File: src/rtl/spi_pkg.sv
// Shared types and helpers for the SPI frame target: FSM states, default
// frame widths and the SPI-mode to sample-edge mapping.
package spi_pkg;

  typedef enum logic [1:0] {
    ST_IDLE = 2'd0,
    ST_RX   = 2'd1,
    ST_TX   = 2'd2
  } spi_state_e;

  localparam int RX_BITS_DEF = 32;
  localparam int TX_BITS_DEF = 128;

  // Modes 0 and 3 sample on the rising SCK edge, modes 1 and 2 on the falling.
  function automatic bit sample_on_rise(input bit cpol, input bit cpha);
    return cpol == cpha;
  endfunction

endpackage

File: src/rtl/spi_edge_sync.sv
// Multi-flop synchroniser for one asynchronous pin, with single-cycle rise and
// fall pulses derived from the synchronised level.
module spi_edge_sync #(
  parameter int SYNC_STAGES = 2,
  parameter bit RST_VAL     = 1'b0
) (
  input  logic clk,
  input  logic rst,
  input  logic i_async,
  output logic o_level,
  output logic o_rise,
  output logic o_fall
);

  logic [SYNC_STAGES-1:0] r_sync;
  logic                   r_prev;

  always_ff @(posedge clk) begin
    if (rst) begin
      r_sync <= {SYNC_STAGES{RST_VAL}};
      r_prev <= RST_VAL;
    end else begin
      r_sync <= {r_sync[SYNC_STAGES-2:0], i_async};
      r_prev <= r_sync[SYNC_STAGES-1];
    end
  end

  assign o_level = r_sync[SYNC_STAGES-1];
  assign o_rise  = o_level & ~r_prev;
  assign o_fall  = ~o_level & r_prev;

endmodule

File: src/rtl/spi_frame_slave.sv
// Oversampled SPI target: one RX_BITS command frame after CS falls, then
// back-to-back TX_BITS packets on MISO until CS rises.
module spi_frame_slave
  import spi_pkg::*;
#(
  parameter int RX_BITS     = RX_BITS_DEF,
  parameter int TX_BITS     = TX_BITS_DEF,
  parameter bit CPOL        = 1'b0,
  parameter bit CPHA        = 1'b0,
  parameter int SYNC_STAGES = 2,
  parameter bit IDLE_FILL   = 1'b1
) (
  input  logic               clk,
  input  logic               rst,
  input  logic               spi_sck,
  input  logic               spi_mosi,
  input  logic               spi_cs_n,
  output logic               spi_miso,
  input  logic [TX_BITS-1:0] tx_data,
  input  logic               tx_valid,
  output logic               tx_ready,
  output logic [RX_BITS-1:0] rx_data,
  output logic               rx_valid,
  output logic               underrun,
  output logic               busy
);

  localparam bit SAMPLE_RISE = sample_on_rise(CPOL, CPHA);
  localparam int RXW = $clog2(RX_BITS);
  localparam int TXW = $clog2(TX_BITS);
  localparam logic [RXW-1:0] RX_LAST = RXW'(RX_BITS - 1);
  localparam logic [TXW-1:0] TX_LAST = TXW'(TX_BITS - 1);

  logic w_unused_sck_lvl, w_sck_rise, w_sck_fall;
  logic w_mosi, w_unused_mosi_rise, w_unused_mosi_fall;
  logic w_cs_n, w_cs_rise, w_cs_fall;

  spi_edge_sync #(.SYNC_STAGES(SYNC_STAGES), .RST_VAL(CPOL)) u_sync_sck (
    .clk(clk), .rst(rst), .i_async(spi_sck),
    .o_level(w_unused_sck_lvl), .o_rise(w_sck_rise), .o_fall(w_sck_fall)
  );

  spi_edge_sync #(.SYNC_STAGES(SYNC_STAGES), .RST_VAL(1'b0)) u_sync_mosi (
    .clk(clk), .rst(rst), .i_async(spi_mosi),
    .o_level(w_mosi), .o_rise(w_unused_mosi_rise), .o_fall(w_unused_mosi_fall)
  );

  spi_edge_sync #(.SYNC_STAGES(SYNC_STAGES), .RST_VAL(1'b1)) u_sync_cs (
    .clk(clk), .rst(rst), .i_async(spi_cs_n),
    .o_level(w_cs_n), .o_rise(w_cs_rise), .o_fall(w_cs_fall)
  );

  spi_state_e         r_state;
  logic [RX_BITS-2:0] r_rx_shift;
  logic [RX_BITS-1:0] r_rx_data;
  logic [RXW-1:0]     r_rx_cnt;
  logic               r_rx_valid;
  logic [TX_BITS-1:0] r_tx_shift;
  logic [TXW-1:0]     r_tx_cnt;
  logic               r_load_pend;
  logic               r_miso;
  logic               r_busy;

  logic               w_sample, w_shift, w_load;
  logic [RX_BITS-1:0] w_rx_next;
  logic [TX_BITS-1:0] w_tx_word;

  assign w_sample  = SAMPLE_RISE ? w_sck_rise : w_sck_fall;
  assign w_shift   = SAMPLE_RISE ? w_sck_fall : w_sck_rise;
  assign w_rx_next = {r_rx_shift, w_mosi};
  assign w_tx_word = tx_valid ? tx_data : {TX_BITS{IDLE_FILL}};

  // The packet slot is offered combinationally so tx_valid/tx_data are
  // captured on the same edge that tx_ready is seen; CS release takes priority.
  assign w_load = ~rst & (r_state == ST_TX) & r_load_pend & w_shift & ~w_cs_rise;

  always_ff @(posedge clk) begin
    if (rst) begin
      r_state     <= ST_IDLE;
      r_rx_shift  <= '0;
      r_rx_data   <= '0;
      r_rx_cnt    <= '0;
      r_rx_valid  <= 1'b0;
      r_tx_shift  <= '0;
      r_tx_cnt    <= '0;
      r_load_pend <= 1'b0;
      r_miso      <= IDLE_FILL;
      r_busy      <= 1'b0;
    end else begin
      r_rx_valid <= 1'b0;
      r_busy     <= ~w_cs_n;
      if (w_cs_rise) begin
        r_state     <= ST_IDLE;
        r_miso      <= IDLE_FILL;
        r_load_pend <= 1'b0;
      end else begin
        case (r_state)
          ST_IDLE: begin
            r_miso <= IDLE_FILL;
            if (w_cs_fall) begin
              r_state  <= ST_RX;
              r_rx_cnt <= '0;
            end
          end
          ST_RX: begin
            r_miso <= IDLE_FILL;
            if (w_sample) begin
              r_rx_shift <= w_rx_next[RX_BITS-2:0];
              r_rx_cnt   <= r_rx_cnt + 1'b1;
              if (r_rx_cnt == RX_LAST) begin
                r_rx_data   <= w_rx_next;
                r_rx_valid  <= 1'b1;
                r_rx_cnt    <= '0;
                r_state     <= ST_TX;
                r_tx_cnt    <= '0;
                r_load_pend <= 1'b1;
              end
            end
          end
          ST_TX: begin
            if (w_load) begin
              r_miso      <= w_tx_word[TX_BITS-1];
              r_tx_shift  <= {w_tx_word[TX_BITS-2:0], IDLE_FILL};
              r_load_pend <= 1'b0;
            end else if (w_shift) begin
              r_miso     <= r_tx_shift[TX_BITS-1];
              r_tx_shift <= {r_tx_shift[TX_BITS-2:0], IDLE_FILL};
            end
            // Word boundary is counted on sample edges; the next shift edge reloads.
            if (w_sample) begin
              if (r_tx_cnt == TX_LAST) begin
                r_tx_cnt    <= '0;
                r_load_pend <= 1'b1;
              end else begin
                r_tx_cnt <= r_tx_cnt + 1'b1;
              end
            end
          end
          default: r_state <= ST_IDLE;
        endcase
      end
    end
  end

  assign spi_miso = r_miso;
  assign rx_data  = r_rx_data;
  assign rx_valid = r_rx_valid;
  assign tx_ready = w_load;
  assign underrun = w_load & ~tx_valid;
  assign busy     = r_busy;

endmodule

File: config.mk
export PLATFORM = sky130hd
export DESIGN_NAME = spi_frame_slave
export DESIGN_NICKNAME = d
export VERILOG_FILES = /design/src/rtl/spi_pkg.sv /design/src/rtl/spi_edge_sync.sv /design/src/rtl/spi_frame_slave.sv
export SDC_FILE = /design/constraint.sdc
export NUM_CORES = 1
export LEC_CHECK = 0
export ABC_CLOCK_PERIOD_IN_PS = 3100
export CORE_MARGIN = 2
export CORE_UTILIZATION = 36
export CTS_BUF_LIST = sky130_fd_sc_hd__clkbuf_4 sky130_fd_sc_hd__clkbuf_8
export DETAILED_ROUTE_END_ITERATION = 6
export DONT_BUFFER_PORTS = 1
export GPL_TIMING_DRIVEN = 1
export SYNTH_ARGS = -nofsm -noshare
export SYNTH_HDL_FRONTEND = slang
export SYNTH_HIERARCHICAL = 1
export SYNTH_SLANG_ARGS = --single-unit
File: constraint.sdc
create_clock -name clk -period 3.1 [get_ports clk]
set_input_delay 0.465 -clock clk [delete_from_list [all_inputs] [get_ports clk]]
set_output_delay 0.465 -clock clk [all_outputs]
set_load 0.02 [all_outputs]
==> metrics, run 1 <==
Initial Utilization=36.9%; worst rel slew slack=54.5%; post-CTS sizing=0; Post-CTS Setup Inserts=0; Via Count=7,132; Crit path depth=5; clk sinks=217; Worst Clk Skew=0.0152 ns; Mapped Nets=1,189; Remaining Overflow, GRT=0; r2r startpoint=u_sync_cs/r_sync[1]; DR iter-0 viols=446; Final Max Slew Viols=0; Die W=162 um; Inserted Clock Buffers=39; final critical-path required period=2.76 ns; Port-buffer cells=0; via density per instance=5.21; Setup TNS=0 ns; Leak=3.14 nW; routability cong.=0.763; Overall Global Routing Usage=15.7%; worst-path cell chain=nor2b_1, or2_1, or3_4, inv_4, buf_4; vias in the first global route=6,837; io pins=171; final setup fails=0; Inst Count DP=1,303; clock root cell=clkbuf_8; WP buf/inv=2; # DRC=0; largest net degree at the start of global routing=130; share of cells above drive strength 1=8.72%; DR WL/cell=15.3 um; crit share post-route=89.1%; ANT cells=0; status=finished clean; worst-margin pin slew=0.675 ns; CP Class=reg2out; nets@finish=1,159; CP max-delay cell=nor2b_1; Reg2Reg Depth=7; CP max stage delay=0.51 ns; syn_area_per_cell=8.58 um^2; Min-Delay Path Class=in2reg; fmax=362 MHz; first-pass GRT wire length=34,600 um; final number of hold-violating endpoints=0; Crit path max-delay family=simple AND/OR/NAND/NOR gates; Die H=162 um; antenna violations before repair=1; FILL cells=2,427; mapped cell area=9020 um^2; DRT Pass-1 Iters=5; reg-to-reg slack, setup=0.65 ns; arrival time worst endpoint=2.30 ns; WHS Path Cells=1; Worst Hold Path EP=u_sync_cs/r_sync[0]; Worst-Skew Late Latency=0.52 ns; Die Area=26,300 um^2; # H-tree levels=2; Hold Path Origin=spi_cs_n; post-DP HPWL=12,700 um; critical path fanouts, max=24; Row Count=57; cells after synthesis=1,052; MaxCap Viol Count=0; core area=24,500 um^2; WL final=20,900 um; synthesis-to-layout area growth=10.8%; remaining antenna violation count=0; Critical Path Start Type=flip-flop; RSZ-0062 raised after global routing=no; critical path capture point type=output port; Synth warnings=6; Max Buffers Root-to-Sink=3; maximum vdd drop=0.275 mV; reg2reg end=r_tx_shift[69]; Worst-path clk slew=0.06 ns; Power per Cell Area=557 nW/um^2; Layout Cells excl Fill=1,368; CTS tree=built; Req. time, crit path=2.63 ns
repair_timing:
item	in CTS	in global routing
hold buffers	2	0
setup endpoints to repair	0	0
hold endpoints to repair	48	0
area by class of cell:
class / count / area, um^2 / share of cell area (%)
inverter: 4 / 17.5 / 0.175
multi-input combinational: 739 / 4230 / 42.3
tap: 324 / 405 / 4.06
clock buffer: 60 / 757 / 7.57
clock inverter: 3 / 22.5 / 0.225
sequential: 217 / 4340 / 43.5
timing repair buffer: 21 / 223 / 2.23
registers in the layout (all words and copies together) (netlist names):
signal / count
busy: 1
r_load_pend: 1
r_rx_cnt: 5
r_rx_shift: 31
r_state: 2
r_tx_cnt: 7
r_tx_shift: 128
rx_data: 32
rx_valid: 1
spi_miso: 1
u_sync_cs/r_prev: 1
u_sync_cs/r_sync: 2
u_sync_mosi/r_sync: 2
u_sync_sck/r_prev: 1
u_sync_sck/r_sync: 2
where the power goes:
group | switching [W] | internal, W
registers | 0.00000412 | 0.00280
logic | 0.0000562 | 0.0000461
clock network | 0.00113 | 0.00154
total | 0.00119 | 0.00438
per-stage QoR:
step / worst slack, ns / total power [W] / instance area [um^2] / hold WS [ns] / util [%]
after global placement: 0.757 / 0.00295 / 9190 / 0.422 / 37.5
after floorplan: 0.791 / 0.00295 / 9020 / 0.383 / -
final: 0.336 / 0.00557 / 9990 / 0.0536 / 40.9
after global routing: 0.107 / 0.00582 / 9990 / 0.0157 / 40.9
after detailed placement: 0.692 / 0.00295 / 9190 / 0.424 / 37.5
after CTS: 0.271 / 0.00568 / 9990 / 0.00794 / 40.9
worst max path at each step:
| stage | startpoint | slack [ns] | to |
|---|---|---|---|
| after global routing | u_sync_cs/r_sync[1] | 0.11 | tx_ready |
| final | u_sync_cs/r_sync[1] | 0.34 | tx_ready |
| after detailed placement | u_sync_cs/r_sync[1] | 0.69 | r_tx_shift[69] |
| after global placement | u_sync_cs/r_sync[1] | 0.76 | r_tx_shift[69] |
| after CTS | u_sync_cs/r_sync[1] | 0.27 | tx_ready |
| after floorplan | rst | 0.79 | underrun |
layer usage:
layer	wire, um	vias to the layer above	track usage (%)
met1	9410	3332	20.2
li1	-	3602	-
met4	318	0	4.30
met5	0	-	0
met3	1690	29	5.82
met2	9470	169	24.8
placed cells by master, fill, tap and decap left out, types with 11 or more instances in the layout:
cell type / instances
a21oi_1: 38
a22o_1: 31
buf_4: 15
clkbuf_4: 11
clkbuf_8: 49
dfxtp_1: 217
nand2_1: 195
nor2_1: 141
nor2b_1: 11
nor3b_1: 128
o31ai_1: 127
No activity file was read; power rests on OpenSTA's default activity.
==> run 2, diff against run 1 <==
--- a/config.mk
+++ b/config.mk
@@ -12,6 +12,9 @@
 export DETAILED_ROUTE_END_ITERATION = 6
 export DONT_BUFFER_PORTS = 1
 export GPL_TIMING_DRIVEN = 1
+export HOLD_SLACK_MARGIN = 0.06
+export RECOVER_POWER = 25
+export SKIP_CTS_REPAIR_TIMING = 1
 export SYNTH_ARGS = -nofsm -noshare
 export SYNTH_HDL_FRONTEND = slang
 export SYNTH_HIERARCHICAL = 1
==> run 2 against run 1 <==
- the run now ends with max-capacitance violations, max-slew violations left
- flip-flop and latch count unchanged
- hold slack improved by 0.031 ns
- sequential power about the same
- clock skew decreased by 0.0036 ns
- setup slack got worse by 0.0073 ns
- routed wire length about the same
- core utilization about the same
- clock power about the same
- via count increased by 0.22%
- total power about the same
- combinational power about the same
- global-route usage decreased by 0.17 points
- largest power group unchanged
- highest routed layer unchanged
==> metrics, run 2 (synthesis gave the netlist of run 1 again) <==
Internal Power=0.00438 W; WP buf/inv=2; switching share of power=21.3%; Clock Power Share=47.9%; CP Class=reg2out; Crit path max-delay family=simple AND/OR/NAND/NOR gates; WL final=20,900 um; Req. time, crit path=2.63 ns; status=finished, violations left; core area=24,500 um^2; share of cells above drive strength 1=8.60%; final critical-path required period=2.77 ns; busiest grt layer=met2; # H-tree levels=2; Max Buffers Root-to-Sink=3; clock root cell=clkbuf_8; M3 GR Usage=5.85%; Initial Utilization=36.9%; DR WL/cell=15.3 um; Worst Setup SP=u_sync_cs/r_sync[1]; Crit path depth=5; Remaining Overflow, GRT=0; Top reg by flops=r_tx_shift; Overall Global Routing Usage=15.5%; final number of hold-violating endpoints=0; Layout Cells excl Fill=1,370; Final Max Slew Viols=54; capture point of the worst path=tx_ready; met2 Use GR=24.3%; Die Area=26,300 um^2; Port-buffer cells=0; clk sinks=217; ANT cells=0; reg2reg end=r_tx_shift[69]; synthesis-to-layout area growth=10.8%; Worst-Skew Late Latency=0.52 ns; via density per instance=5.22; most frequent cells in the layout=217 x dfxtp_1, 195 x nand2_1, 141 x nor2_1, 128 x nor3b_1, 127 x o31ai_1; DRT Pass-1 Iters=5; Worst-path clk slew=0.06 ns; Row Count=57; largest net degree at the start of global routing=130; # DRC=0; critical path capture point type=output port; Inst Count DP=1,303; Seq pwr share=50.3%; reg-to-reg slack, setup=0.65 ns; worst-margin pin slew=2.37 ns; routability cong.=0.763; MaxCap Viol Count=1; Critical Path Start Type=flip-flop; failing checks=max-capacitance violations, max-slew violations; Setup TNS=0 ns; r2r startpoint=u_sync_cs/r_sync[1]; post-DP HPWL=12,700 um; worst-path cell chain=nor2b_1, or2_1, or3_4, inv_4, buf_4; RSZ-0062 raised after global routing=no; first-pass GRT wire length=34,300 um; critical path fanouts, max=24; Min-Delay Path Class=in2reg; Gate power share=1.8%; CP max stage delay=0.51 ns; Power per Cell Area=557 nW/um^2; CP max-delay cell=nor2b_1; antenna violations before repair=1; Via Count=7,148; Die H=162 um; final setup fails=0; crit share post-route=89.4%; io pins=171; Die W=162 um; fmax=361 MHz; commonest non-fill, non-tap cell in the layout=dfxtp_1; NetSw=0.00119 W; nets@finish=1,161; M1 GR Usage=20.1%; remaining antenna violation count=0; Leak=3.14 nW; CTS tree=built; FILL cells=2,427; Finished Core Util=40.9%; arrival time worst endpoint=2.31 ns; DR iter-0 viols=456; Reg2Reg Depth=7; worst rel slew slack=-57.8%; maximum vdd drop=0.272 mV; vias in the first global route=6,793; Largest register FFs=128; Inserted Clock Buffers=39; Worst Clk Skew=0.0116 ns
[run 2: cell types whose count changed in the layout (fill, tap and decap cells not counted)]
cell,previous run,this run
buf_12,5,4
clkbuf_1,0,1
dlygate4sd3_1,1,3
or2_0,0,1
or2_1,4,3
[run 2: final cells by class]
| type | count | area, um^2 | area share, % |
|---|---|---|---|
| sequential | 217 | 4340 | 43.4 |
| multi-input combinational | 739 | 4230 | 42.3 |
| clock buffer | 60 | 757 | 7.57 |
| tap | 324 | 405 | 4.05 |
| timing repair buffer | 23 | 226 | 2.27 |
| clock inverter | 3 | 22.5 | 0.225 |
| inverter | 4 | 17.5 | 0.175 |
[run 2: metal layers]
| layer | wire (um) | up-vias |
|---|---|---|
| met5 | 0 | - |
| met4 | 340 | 0 |
| met3 | 1700 | 30 |
| met2 | 9340 | 176 |
| met1 | 9510 | 3339 |
| li1 | - | 3603 |
[run 2: worst min-delay path by stage]
stage / from / to / slack, ns / cells past startpoint
5_1_grt: spi_sck / u_sync_sck/r_sync[0] / 0.07 / 1
3_5_place_dp: u_sync_cs/r_sync[1] / busy / 0.42 / 1
3_3_place_gp: u_sync_cs/r_sync[1] / busy / 0.42 / 1
6_report: spi_sck / u_sync_sck/r_sync[0] / 0.08 / 1
4_1_cts: rst / r_rx_shift[1] / -0.03 / 1
2_1_floorplan: u_sync_cs/r_sync[0] / u_sync_cs/r_sync[1] / 0.38 / 1
[run 2: worst reg2reg max path: stages, from the launching register on]
cell     delay [ns]
dfxtp_1        0.32
nor2b_1        0.23
or2_1          0.31
or3_4          0.54
inv_4          0.12
buf_12         0.34
nor2_1         0.28
o31ai_1        0.23
[run 2: power by group through the flow]
stage | sequential (W) | combinational (W) | clock, W
floorplan | 0.00286 | 0.0000927 | 0
global placement | 0.00286 | 0.0000895 | 0
detailed placement | 0.00286 | 0.0000891 | 0
CTS | 0.00280 | 0.0000892 | 0.00277
global route | 0.00280 | 0.000111 | 0.00291
finish | 0.00280 | 0.000103 | 0.00266
[run 2: through the flow]
stage	setup WS (ns)	area (um^2)	total power (W)	hold slack [ns]
after floorplan	0.791	9020	0.00295	0.383
after global placement	0.757	9190	0.00295	0.422
after detailed placement	0.692	9190	0.00295	0.424
after CTS	0.271	9960	0.00566	-0.0272
after global routing	0.107	10000	0.00582	0.0660
final	0.329	10000	0.00557	0.0850
